[config.mk]
export PLATFORM = sky130hd
export DESIGN_NAME = hazard_stall_ctrl_flat
export DESIGN_NICKNAME = d
export VERILOG_FILES = /design/src/rtl/hazard_stall_ctrl_pkg.sv /design/src/rtl/hazard_stall_ctrl_if.sv /design/src/rtl/hazard_stall_ctrl_hazard_detect.sv /design/src/rtl/hazard_stall_ctrl.sv /design/src/flat_wrapper.sv
export SDC_FILE = /design/constraint.sdc
export NUM_CORES = 1
export LEC_CHECK = 0
export CORE_MARGIN = 2
export CORE_UTILIZATION = 47
export CTS_CLUSTER_SIZE = 16
export DETAILED_ROUTE_END_ITERATION = 6
export PLACE_DENSITY_LB_ADDON = 0.15
export SYNTH_ARGS = -nofsm -noshare
export SYNTH_HDL_FRONTEND = slang
export SYNTH_HIERARCHICAL = 1
export SYNTH_SLANG_ARGS = --single-unit
[constraint.sdc]
create_clock -name clk -period 8.6 [get_ports clk]
set_clock_uncertainty 0.15 [all_clocks]
set_input_delay 1.72 -clock clk [delete_from_list [all_inputs] [get_ports clk]]
set_output_delay 1.72 -clock clk [all_outputs]
set_load 0.01 [all_outputs]
[src/rtl/hazard_stall_ctrl_pkg.sv]
`default_nettype none
// ============================================================================
// Module      : hazard_stall_ctrl_pkg
// Description : Shared types for the pipeline stall/flush controller.
// Revision    : 1.0 - initial release
// ============================================================================
package hazard_stall_ctrl_pkg;

    localparam int REG_AW_DEFAULT = 5;
    localparam int STAT_W_DEFAULT = 16;

    typedef enum logic [0:0] {
        ST_IDLE  = 1'b0,
        ST_STALL = 1'b1
    } state_t;

    typedef enum logic [2:0] {
        HZ_NONE     = 3'd0,
        HZ_LW_BR    = 3'd1,
        HZ_LW       = 3'd2,
        HZ_ALU_BR   = 3'd3,
        HZ_MEMLW_BR = 3'd4
    } hz_class_t;

    // Bubble cycles each hazard class needs before ID operands are valid.
    function automatic logic [1:0] hz_stalls(input hz_class_t c);
        case (c)
            HZ_LW_BR:    return 2'd2;
            HZ_LW:       return 2'd1;
            HZ_ALU_BR:   return 2'd1;
            HZ_MEMLW_BR: return 2'd1;
            default:     return 2'd0;
        endcase
    endfunction

endpackage
`default_nettype wire

[src/rtl/hazard_stall_ctrl_if.sv]
`default_nettype none
// ============================================================================
// Module      : hazard_stall_ctrl_if
// Description : Pipeline-side signals seen and driven by the stall controller.
// Revision    : 1.0 - initial release
// ============================================================================
interface hazard_stall_ctrl_if #(
    parameter int REG_AW = 5,
    parameter int STAT_W = 16
);
    logic [REG_AW-1:0] id_rs;
    logic [REG_AW-1:0] id_rt;
    logic              id_uses_rt;
    logic              id_is_branch;
    logic              id_branch_taken;
    logic [REG_AW-1:0] ex_dst;
    logic              ex_reg_write;
    logic              ex_mem_read;
    logic [REG_AW-1:0] mem_dst;
    logic              mem_mem_read;
    logic              hold;
    logic              pc_write;
    logic              ifid_write;
    logic              idex_noop;
    logic              ifid_flush;
    logic              stalling;
    logic [STAT_W-1:0] stall_cycles;

    modport master (
        output id_rs, id_rt, id_uses_rt, id_is_branch, id_branch_taken,
               ex_dst, ex_reg_write, ex_mem_read, mem_dst, mem_mem_read, hold,
        input  pc_write, ifid_write, idex_noop, ifid_flush, stalling, stall_cycles
    );

    modport slave (
        input  id_rs, id_rt, id_uses_rt, id_is_branch, id_branch_taken,
               ex_dst, ex_reg_write, ex_mem_read, mem_dst, mem_mem_read, hold,
        output pc_write, ifid_write, idex_noop, ifid_flush, stalling, stall_cycles
    );

endinterface
`default_nettype wire

[src/rtl/hazard_stall_ctrl_hazard_detect.sv]
`default_nettype none
// ============================================================================
// Module      : hazard_detect
// Description : Combinational ID-vs-EX/MEM hazard classification.
// Revision    : 1.0 - initial release
// ============================================================================
module hazard_detect
    import hazard_stall_ctrl_pkg::*;
#(
    parameter int REG_AW = REG_AW_DEFAULT
) (
    input  wire logic [REG_AW-1:0] id_rs_i,
    input  wire logic [REG_AW-1:0] id_rt_i,
    input  wire logic              id_uses_rt_i,
    input  wire logic              id_is_branch_i,
    input  wire logic [REG_AW-1:0] ex_dst_i,
    input  wire logic              ex_reg_write_i,
    input  wire logic              ex_mem_read_i,
    input  wire logic [REG_AW-1:0] mem_dst_i,
    input  wire logic              mem_mem_read_i,
    output hz_class_t              class_o,
    output logic [1:0]             n_o
);

    logic w_match_ex;
    logic w_match_mem;

    // $0 is hardwired, so a write to it can never feed a later reader.
    assign w_match_ex  = (ex_dst_i != '0) &&
                         ((ex_dst_i == id_rs_i) || (id_uses_rt_i && (ex_dst_i == id_rt_i)));
    assign w_match_mem = (mem_dst_i != '0) &&
                         ((mem_dst_i == id_rs_i) || (id_uses_rt_i && (mem_dst_i == id_rt_i)));

    always_comb begin
        class_o = HZ_NONE;
        if (ex_mem_read_i && w_match_ex && id_is_branch_i) begin
            class_o = HZ_LW_BR;
        end else if (ex_mem_read_i && w_match_ex) begin
            class_o = HZ_LW;
        end else if (ex_reg_write_i && w_match_ex && id_is_branch_i) begin
            class_o = HZ_ALU_BR;
        end else if (mem_mem_read_i && w_match_mem && id_is_branch_i) begin
            class_o = HZ_MEMLW_BR;
        end
    end

    assign n_o = hz_stalls(class_o);

endmodule
`default_nettype wire

[src/rtl/hazard_stall_ctrl.sv]
`default_nettype none
// ============================================================================
// Module      : hazard_stall_ctrl
// Description : Stall/flush sequencer with bubble FSM and stall statistics.
// Revision    : 1.0 - initial release
// ============================================================================
module hazard_stall_ctrl
    import hazard_stall_ctrl_pkg::*;
#(
    parameter int REG_AW = REG_AW_DEFAULT,
    parameter int STAT_W = STAT_W_DEFAULT
) (
    input  wire logic        clk,
    input  wire logic        rst,
    hazard_stall_ctrl_if.slave hz
);

    state_t              state_q;
    logic [1:0]          rem_cnt_q;
    logic [STAT_W-1:0]   stall_cycles_q;
    logic [STAT_W-1:0]   stall_cycles_d;

    hz_class_t           w_class;
    logic [1:0]          w_n;
    logic                w_hazard;
    logic                w_pc_write;
    logic                w_ifid_write;
    logic                w_idex_noop;
    logic                w_ifid_flush;
    logic                w_stalling;

    hazard_detect #(
        .REG_AW (REG_AW)
    ) u_detect (
        .id_rs_i        (hz.id_rs),
        .id_rt_i        (hz.id_rt),
        .id_uses_rt_i   (hz.id_uses_rt),
        .id_is_branch_i (hz.id_is_branch),
        .ex_dst_i       (hz.ex_dst),
        .ex_reg_write_i (hz.ex_reg_write),
        .ex_mem_read_i  (hz.ex_mem_read),
        .mem_dst_i      (hz.mem_dst),
        .mem_mem_read_i (hz.mem_mem_read),
        .class_o        (w_class),
        .n_o            (w_n)
    );

    assign w_hazard = (state_q == ST_IDLE) && (w_class != HZ_NONE);

    // Enables are combinational so the bubble lands in the detection cycle.
    always_comb begin
        w_pc_write   = 1'b0;
        w_ifid_write = 1'b0;
        w_idex_noop  = 1'b0;
        w_ifid_flush = 1'b0;
        w_stalling   = 1'b0;
        if (rst) begin
            w_idex_noop = 1'b1;
        end else if (hz.hold) begin
            w_stalling = (state_q == ST_STALL);
        end else if (state_q == ST_STALL) begin
            w_idex_noop = 1'b1;
            w_stalling  = 1'b1;
        end else if (w_hazard) begin
            w_idex_noop = 1'b1;
        end else begin
            w_pc_write   = 1'b1;
            w_ifid_write = 1'b1;
            w_ifid_flush = hz.id_is_branch && hz.id_branch_taken;
        end
    end

    always_comb begin
        stall_cycles_d = stall_cycles_q;
        if (w_idex_noop && (stall_cycles_q != {STAT_W{1'b1}})) begin
            stall_cycles_d = stall_cycles_q + STAT_W'(1);
        end
    end

    always_ff @(posedge clk or posedge rst) begin
        if (rst) begin
            state_q        <= ST_IDLE;
            rem_cnt_q      <= 2'd0;
            stall_cycles_q <= '0;
        end else if (!hz.hold) begin
            stall_cycles_q <= stall_cycles_d;
            case (state_q)
                ST_IDLE: begin
                    // Single-bubble hazards stay in IDLE and are re-evaluated next cycle.
                    if (w_hazard && (w_n == 2'd2)) begin
                        state_q   <= ST_STALL;
                        rem_cnt_q <= 2'd1;
                    end
                end
                ST_STALL: begin
                    if (rem_cnt_q == 2'd1) begin
                        state_q   <= ST_IDLE;
                        rem_cnt_q <= 2'd0;
                    end else begin
                        rem_cnt_q <= rem_cnt_q - 2'd1;
                    end
                end
                default: begin
                    state_q   <= ST_IDLE;
                    rem_cnt_q <= 2'd0;
                end
            endcase
        end
    end

    assign hz.pc_write     = w_pc_write;
    assign hz.ifid_write   = w_ifid_write;
    assign hz.idex_noop    = w_idex_noop;
    assign hz.ifid_flush   = w_ifid_flush;
    assign hz.stalling     = w_stalling;
    assign hz.stall_cycles = stall_cycles_q;

endmodule
`default_nettype wire

[src/flat_wrapper.sv]
// flat-port wrapper written by rule: the top's interface ports become plain ports
module hazard_stall_ctrl_flat import hazard_stall_ctrl_pkg::*;
#(
    parameter int REG_AW = REG_AW_DEFAULT,
    parameter int STAT_W = STAT_W_DEFAULT
)
  (clk, rst, hz_id_rs, hz_id_rt, hz_id_uses_rt, hz_id_is_branch, hz_id_branch_taken, hz_ex_dst, hz_ex_reg_write, hz_ex_mem_read, hz_mem_dst, hz_mem_mem_read, hz_hold, hz_pc_write, hz_ifid_write, hz_idex_noop, hz_ifid_flush, hz_stalling, hz_stall_cycles);
  hazard_stall_ctrl_if #(.REG_AW(REG_AW), .STAT_W(STAT_W)) hz_i ();
  input  wire logic clk;
  input  wire logic rst;
  input wire logic [$bits(hz_i.id_rs)-1:0] hz_id_rs;
  input wire logic [$bits(hz_i.id_rt)-1:0] hz_id_rt;
  input wire logic [$bits(hz_i.id_uses_rt)-1:0] hz_id_uses_rt;
  input wire logic [$bits(hz_i.id_is_branch)-1:0] hz_id_is_branch;
  input wire logic [$bits(hz_i.id_branch_taken)-1:0] hz_id_branch_taken;
  input wire logic [$bits(hz_i.ex_dst)-1:0] hz_ex_dst;
  input wire logic [$bits(hz_i.ex_reg_write)-1:0] hz_ex_reg_write;
  input wire logic [$bits(hz_i.ex_mem_read)-1:0] hz_ex_mem_read;
  input wire logic [$bits(hz_i.mem_dst)-1:0] hz_mem_dst;
  input wire logic [$bits(hz_i.mem_mem_read)-1:0] hz_mem_mem_read;
  input wire logic [$bits(hz_i.hold)-1:0] hz_hold;
  output wire logic [$bits(hz_i.pc_write)-1:0] hz_pc_write;
  output wire logic [$bits(hz_i.ifid_write)-1:0] hz_ifid_write;
  output wire logic [$bits(hz_i.idex_noop)-1:0] hz_idex_noop;
  output wire logic [$bits(hz_i.ifid_flush)-1:0] hz_ifid_flush;
  output wire logic [$bits(hz_i.stalling)-1:0] hz_stalling;
  output wire logic [$bits(hz_i.stall_cycles)-1:0] hz_stall_cycles;
  assign hz_i.id_rs = hz_id_rs;
  assign hz_i.id_rt = hz_id_rt;
  assign hz_i.id_uses_rt = hz_id_uses_rt;
  assign hz_i.id_is_branch = hz_id_is_branch;
  assign hz_i.id_branch_taken = hz_id_branch_taken;
  assign hz_i.ex_dst = hz_ex_dst;
  assign hz_i.ex_reg_write = hz_ex_reg_write;
  assign hz_i.ex_mem_read = hz_ex_mem_read;
  assign hz_i.mem_dst = hz_mem_dst;
  assign hz_i.mem_mem_read = hz_mem_mem_read;
  assign hz_i.hold = hz_hold;
  assign hz_pc_write = hz_i.pc_write;
  assign hz_ifid_write = hz_i.ifid_write;
  assign hz_idex_noop = hz_i.idex_noop;
  assign hz_ifid_flush = hz_i.ifid_flush;
  assign hz_stalling = hz_i.stalling;
  assign hz_stall_cycles = hz_i.stall_cycles;
  hazard_stall_ctrl #(.REG_AW(REG_AW), .STAT_W(STAT_W)) u_core (.clk(clk), .rst(rst), .hz(hz_i));
endmodule
[Yosys cells after proc, flatten, opt, wreduce, memory -nomap -nowiden]
Index checks and enable logic that the tools add are counted.
Word-level totals
  register bits: 19
  output and inout port bits: 21
  logic and storage cells: 67
Cells by class
  bitwise operators: 2
  add/sub/neg operators: 2
  reduce and logical (&&, ||, !) cells: 22
  equality and inequality tests: 12
  mux-type cells: 26
Operators by type and width (count)
  == test 5 bit: 4
  two-way mux 1 bit: 17
  adder 16 x 1 -> 16 bit (second input constant): 1
  != test 16 bit (second input constant): 1
  logical AND 1 bit: 14
  two-way mux 3 bit: 4
  nonzero test 5 bit: 2
  one-hot mux 2 bit (2 select lines): 2
  == test 3 x 2 -> 1 bit (second input constant): 2
  two-way mux 2 bit: 2
  AND reduction 2 bit: 2
  == test 3 x 1 -> 1 bit (second input constant): 1
  == test 3 bit (second input constant): 1
  nonzero test 3 bit: 1
  OR reduction 3 bit: 1
  == test 2 x 1 -> 1 bit (second input constant): 1
  == test 2 bit (second input constant): 1
  logical OR 1 bit: 2
  != test 2 bit (second input constant): 1
  inverter 1 bit: 2
  one-hot mux 1 bit (2 select lines): 1
  subtractor 2 x 1 -> 2 bit (second input constant): 1

[Longest topological paths before layout]
  word-level depth: 18
  mapped depth: 10

[By module]
The synthesis kept the hierarchy.
By module, submodules not included
  hazard_stall_ctrl: times used 1, area an instance 969.7 um2, cells an instance 87
  hazard_detect: times used 1, area an instance 344.1 um2, cells an instance 47

[Worst setup path after synthesis]
Ideal clock, no wire load.
  path kind: input to output
  start point: input hz_mem_dst[1]
  end point: output hz_ifid_flush
  slack: 3.077 ns
  buffers on the path: 0
  cell stages on the path: 7
  data arrival time: 3.653 ns
  cell sequence: or4_4 -> o211ai_2 -> or2b_2 -> a21oi_1 -> or4_4 -> nor3_1 -> and3_1
On the way
  cells in the longest elaborated chain, start to end: 16
  elaborated cells between the ends (all ways): 18
  those cells by class: eq/ne (2); mux (8); reduce/logical (8)
Ends and longest elaborated chain
  start: declaration: RTL line flat_wrapper.sv:19  | input wire logic [$bits(hz_i.mem_dst)-1:0] hz_mem_dst;
  == test 5 bit: RTL line hazard_stall_ctrl_hazard_detect.sv:32  | ((mem_dst_i == id_rs_i) || (id_uses_rt_i && (mem_dst_i == id_rt_i)));
  logical AND 1 bit: RTL line hazard_stall_ctrl_hazard_detect.sv:32
  logical OR 1 bit: RTL line hazard_stall_ctrl_hazard_detect.sv:32
  logical AND 1 bit *: RTL line hazard_stall_ctrl_hazard_detect.sv:31  | assign w_match_mem = (mem_dst_i != '0) &&
  logical AND 1 bit * (2 in a row): RTL line hazard_stall_ctrl_hazard_detect.sv:42  | end else if (mem_mem_read_i && w_match_mem && id_is_branch_i) begin
  two-way mux 3 bit *: RTL line hazard_stall_ctrl_hazard_detect.sv:42
  two-way mux 3 bit *: RTL line hazard_stall_ctrl_hazard_detect.sv:40  | end else if (ex_reg_write_i && w_match_ex && id_is_branch_i) begin
  two-way mux 3 bit *: RTL line hazard_stall_ctrl_hazard_detect.sv:38  | end else if (ex_mem_read_i && w_match_ex) begin
  two-way mux 3 bit *: RTL line hazard_stall_ctrl_hazard_detect.sv:36  | if (ex_mem_read_i && w_match_ex && id_is_branch_i) begin
  via u_core.w_class[2]: RTL line hazard_stall_ctrl.sv:23  | hz_class_t w_class;
  nonzero test 3 bit *: RTL line hazard_stall_ctrl.sv:48  | assign w_hazard = (state_q == ST_IDLE) && (w_class != HZ_NONE);
  logical AND 1 bit *: RTL line hazard_stall_ctrl.sv:48
  two-way mux 1 bit *: RTL line hazard_stall_ctrl.sv:64  | end else if (w_hazard) begin
  two-way mux 1 bit *: RTL line hazard_stall_ctrl.sv:61  | end else if (state_q == ST_STALL) begin
  two-way mux 1 bit *: RTL line hazard_stall_ctrl.sv:59  | end else if (hz.hold) begin
  two-way mux 1 bit *: RTL line hazard_stall_ctrl.sv:57  | if (rst) begin
  end: declaration: RTL line flat_wrapper.sv:25  | output wire logic [$bits(hz_i.ifid_flush)-1:0] hz_ifid_flush;
Mark *: on every way through the listed nets, which the timed path passes. The rest lies on a longest branch.

[Worst setup path in the final report]
Ends and elaborated chain as after synthesis.

==> results.yml <==
timing:
  period_share_pct: 74.6
  fin_setup_tns_ns: 0
  relSlewSlack_pct: 49.8
  setup_viol: 0
  maxSlewViolCount: 0
  period_minus_slack_ns: 6.42
  tightest_slew_ns: 0.752
  rsz0062_at_grt: "no"
  finalHoldViolations: 0
  fmax_ghz: 0.156
setup_path:
  cp.required_ns: 6.73
  worstSetupPathType: "input pin to output port"
  worstRegToRegCells: 5
  cp-end-kind: "output port"
  arrival_ns: 4.55
  path_max_fanout: 4
  startpoint_type: "input pin"
routing:
  routedWlPerCell_um: 14.8
  route.met2.wl_mm: 1.52
  drt-initial-drc-count: 51
  vias: 1192
  ant_nets: 0
  wl_met1_mm: 1.48
  routed_wl_mm: 3.21
  remaining_drc_errors: 0
  drtPass1Iterations: 5
  routed.top_layer: "met4"
  via_per_inst: 5.49
  met3_length_um: 148
power_and_ir_drop:
  irDropWorstVdd_mv: 0.160
  powerDensity_nw_per_um2: 151
  cellLeakagePower_nw: 0.715
cells_and_area:
  final_cell_mix: "clkdlybuf4s50_1 (49), xnor2_1 (31), dfrtp_1 (19), nand2_1 (14), nand3_1 (10)"
  utilization_pct: 68.7
  layout_commonest_cell: "clkdlybuf4s50_1"
  finalNetCount: 218
  stdcell_count: 217
  syn2layout_area_growth_pct: 41.8
  num_antenna_cells: 0
  drive_above_1_share_pct: 10.2
yosys:
  synth_fp_nets: 165
  syn-cell-area_um2: 1310
  synth_top_cell_area_share_pct: 36.2
  synthMuxAreaShare_pct: 2.76
  ys.flop_type: "dfrtp_1"
  synth_area_leader_cell: "dfrtp_1"
  synth-simple-area-share_pct: 24.7
  synth_edf_count: 0
  avgSynthCellArea_um2: 9.80
  synth-compound-area-share_pct: 9.81
  synthAdderAreaFrac_pct: 1.90
  syn_inst: 134
  ys_warn_count: 6
  synth_cell_types: 34
  async_reset_ff_share_pct: 100
  netlist_top_cells_area: "dfrtp_1 (36%), xnor2_1 (21%), nand2_1 (4.0%)"
  ys_seq_area_share_pct: 36.2
  synth_xor_area_share_pct: 22.7
  synth-seq-cells: 19
  synth_top_family_by_area: "simple AND/OR/NAND/NOR gates"
clock_tree:
  cts-root-buf: "clkbuf_4"
  cts-buffers-inserted: 3
  hold_buffers: 0
  cts_sinks: 19
  clockBufferDepth: 2
  cts.repair.resized: 0
  cts_max_level: 1
  cts_setup_buffers: 0
  clk_pin_slew_worst_paths_ns: 0.12
  worstSkewPairLatency_ns: 0.30
  cts_tree: "yes"
outcome:
  status: "complete, no violations"
job:
  cap_violations: 0
global_routing:
  antenna_found_initial: 0
  grt_overflow_total: 0
  gr-usage-all-layers_pct: 20.6
  grt_pass1_wl_mm: 5.24
  grt_pass1_vias: 1131
  grt_max_degree: 21
floorplanning:
  start_util_pct: 48.5
  die_h_um: 56.9
  dieArea_um2: 3230
  rows: 19
  die_w_um: 56.9
  coreArea_um2: 2710
  boundaryPins: 50
placed_design:
  gp_congestion: 0.859
  dp_hpwl_mm: 2.53
  port_buffers: 49
  placed_cells: 213
min_path:
  min_path_cells: 1
  min_path_type: "flip-flop to flip-flop"
-- stage by stage --
stage / hold WS [ns] / setup slack, ns / power, mW / cell area [um^2]
2_1_floorplan: 0.309 / 3.08 / 0.179 / 1310
3_3_place_gp: 0.326 / 2.24 / 0.232 / 1840
3_5_place_dp: 0.346 / 2.18 / 0.237 / 1840
4_1_cts: 0.364 / 2.18 / 0.285 / 1860
5_1_grt: 0.384 / 1.99 / 0.302 / 1860
6_report: 0.362 / 2.18 / 0.282 / 1860
-- worst paths after layout --
path                                            start                         end  slack (ns)
min in group asynchronous                         rst  u_core/hz.stall_cycles[12]        1.90
max                                     hz_mem_dst[1]               hz_ifid_flush        2.18
max in group asynchronous                         rst   u_core/hz.stall_cycles[4]        5.93
max reg2reg                 u_core/hz.stall_cycles[0]   u_core/hz.stall_cycles[1]        6.50
min reg2reg                u_core/hz.stall_cycles[12]  u_core/hz.stall_cycles[12]        0.36
min                        u_core/hz.stall_cycles[12]  u_core/hz.stall_cycles[12]        0.36
-- layout make-up --
cell class / count / area (um^2)
clock buffer: 3 / 22.5
clock inverter: 1 / 5.00
fill: 229 / 847
inverter: 5 / 18.8
multi-input combinational: 109 / 812
sequential: 19 / 475
tap: 31 / 38.8
timing repair buffer: 49 / 490
-- cells in the mapped netlist (all sizes together), types with 2 or more instances --
cell	count
a21oi	2
and2	2
and3	3
dfrtp	19
ha	2
inv	5
mux2	2
nand2	14
nand3	10
nand4	7
nor2	4
nor3	7
o211ai	2
o21ai	4
o22ai	2
or4	2
xnor2	31
xor2	3
-- worst max-delay path, cell delays in order --
cell and delay [ns]:
clkdlybuf4s50_1 0.47, or4_4 0.57, o211ai_2 0.16, or2b_2 0.15, a21oi_1 0.05, or4_4 0.47
nor3_1 0.24, and3_1 0.19, clkdlybuf4s50_1 0.52
-- kinds of logic (layout without fill, tap and decap cells) --
kind of cell    after synthesis  in the layout
compound gates               14             14
simple gates                 56             56
flops                        19             19
mux                           3              3
xor+xnor                     34             34
buf+inv                       6             58
fa+ha+maj                     2              2
-- metal layers --
metal | GRT usage, % | vias to the layer above
met5 | 0 | -
met4 | 7.97 | 0
met3 | 3.46 | 6
met2 | 33.4 | 37
met1 | 27.4 | 570
li1 | - | 579
-- sequential cells by signal, summed over array words and instances (netlist names) --
register                flops
u_core/state_q              1
u_core/hz.stall_cycles     16
u_core/rem_cnt_q            2
-- power by group --
| part | internal (mW) | switching (mW) | leakage (nW) |
|---|---|---|---|
| Clock | 0.0173 | 0.0294 | 0.0177 |
| Combinational | 0.0620 | 0.0453 | 0.445 |
| Sequential | 0.107 | 0.0212 | 0.252 |
(Power assumes the default switching activity.)
==> variant (same flow settings) <==
The package constant `STAT_W_DEFAULT` goes from 16 to 24.
--- a/src/rtl/hazard_stall_ctrl_pkg.sv
+++ b/src/rtl/hazard_stall_ctrl_pkg.sv
@@ -8,5 +8,5 @@
 
     localparam int REG_AW_DEFAULT = 5;
-    localparam int STAT_W_DEFAULT = 16;
+    localparam int STAT_W_DEFAULT = 24;
 
     typedef enum logic [0:0] {
Interface: changed (resized hz_stall_cycles); port bits go from 50 to 58. The function was not compared with the original's and may differ.
==> variant against the unedited design <==
Total power up 16%. Count of clock-buffer cells in the layout unchanged. Setup slack about the same. Wire length is 26% higher. Sequential cell count rose by 8. Cell area grew 27%. Sequential power up 30%. Final cell count rose by 29%. Core utilization is 0.45 points higher. Largest power group unchanged. Synthesized area is 31% higher.
==> variant: results (changes against the unedited design) <==
| Metric | Value |
|---|---|
| Result of the run | `completed (unchanged)` |
| Sequential power | `0.167 mW (was 0.128 mW)` |
| Via count of the first global-routing pass | `1632 (was 1131)` |
| NumNets Final | `265 (was 218)` |
| Largest net degree at the start of global routing | `32 (was 21)` |
| Dominant cells by area after synthesis | `sky130_fd_sc_hd__dfrtp_1, sky130_fd_sc_hd__xnor2_1, sky130_fd_sc_hd__nand3_1, sky130_fd_sc_hd__nand4_1, sky130_fd_sc_hd__nand2_1 (was sky130_fd_sc_hd__dfrtp_1, sky130_fd_sc_hd__xnor2_1, sky130_fd_sc_hd__nand2_1, sky130_fd_sc_hd__nand3_1, sky130_fd_sc_hd__nand4_1)` |
| Combinational cell fraction of total power | `32.5% (was 38.0%)` |
| Wire length of the first global-routing pass | `6.98 mm (was 5.24 mm)` |
| Area share of xor/xnor cells in the synthesized design | `21.9% (was 22.7%)` |
| Filler cells | `280 (was 229)` |
| Endpoint of the most critical register-to-register path | `u_core/hz.stall_cycles[3] (was u_core/hz.stall_cycles[1])` |
| Hold Crit Endpoint | `u_core/rem_cnt_q[0] (was u_core/hz.stall_cycles[12])` |
| Max reg flops | `24 (was 16)` |
| Worst VDD drop | `0.000130 V (was 0.000160 V)` |
| Last weighted congestion value of the routability-driven placer | `0.809 (was 0.859)` |
| Adder and majority gate portion of the synthesized area | `1.45% (was 1.90%)` |
| Multiplexer fraction of the synthesized cell area | `1.82% (was 2.76%)` |
| Worst slew pin tran | `1.12 ns (was 0.752 ns)` |
| Total placed instance area | `0.00234 mm² (was 0.00184 mm²)` |
| Min-Delay Startpoint | `u_core/rem_cnt_q[0] (was u_core/hz.stall_cycles[12])` |
| Number of distinct library cell variants in the gate-level netlist after synthesis | `39 (was 34)` |
| Leakage power figure | `0.926 nW (was 0.715 nW)` |
| Insertion delay of the later-clocked pin in the worst-skew pair | `0.32 ns (was 0.30 ns)` |
| Number of input and output port buffers inserted | `57 (was 49)` |
| Share of the synthesized area in compound gates (AO/OA/AOI/OAI) | `6.76% (was 9.81%)` |
| Post-Route Hold Slack | `0.351 ns (was 0.362 ns)` |
| Combined global-route utilization of all metal layers | `20.7% (was 20.6%)` |
[variant: cell count changes after synthesis, moves of 2 or more]
cell	unedited run	this run
sky130_fd_sc_hd__nor4_1	0	2
sky130_fd_sc_hd__nand3_1	10	14
sky130_fd_sc_hd__dfrtp_1	19	27
sky130_fd_sc_hd__nor2b_1	0	2
sky130_fd_sc_hd__and3_1	3	6
sky130_fd_sc_hd__nand4_1	7	9
sky130_fd_sc_hd__xnor2_1	31	39
sky130_fd_sc_hd__a21oi_1	2	4
sky130_fd_sc_hd__nor2_1	4	9
sky130_fd_sc_hd__nor3_2	3	1
[variant: routing by layer]
metal | part of all wire, % | vias to the layer above | track usage (%)
met5 | 0 | - | 0
met4 | 1.2 | 0 | 6.12
met3 | 5.5 | 6 | 3.30
met2 | 49 | 47 | 37.6
met1 | 45 | 738 | 25.1
li1 | - | 739 | -
[variant: per-stage QoR]
| step | instances | setup slack (ns) | util, % |
|---|---|---|---|
| after floorplan | 174 | 3.34 | - |
| after CTS | 279 | 2.20 | 69.2 |
| after detailed placement | 275 | 2.21 | 68.4 |
| after global placement | 275 | 2.35 | 68.4 |
| final | 279 | 2.18 | 69.2 |
| after global routing | 279 | 1.94 | 69.2 |
[variant: layout make-up]
cell class                      instances  area [µm²]  area share, %
Multi-Input combinational cell        139        1010           42.7
Sequential cell                        27         676           28.6
Timing Repair Buffer                   57         571           24.1
Tap cell                               46        57.6           2.44
Clock buffer                            3        22.5          0.953
Inverter                                6        22.5          0.953
Clock inverter                          1        5.00          0.212
[variant: cell families (layout without fill, tap and decap cells)]
group,after synthesis,after routing
mux,3,3
buf+inv,8,67
fa+ha+maj,2,2
simple gates,76,76
xor+xnor,43,43
flops,27,27
compound gates,15,15
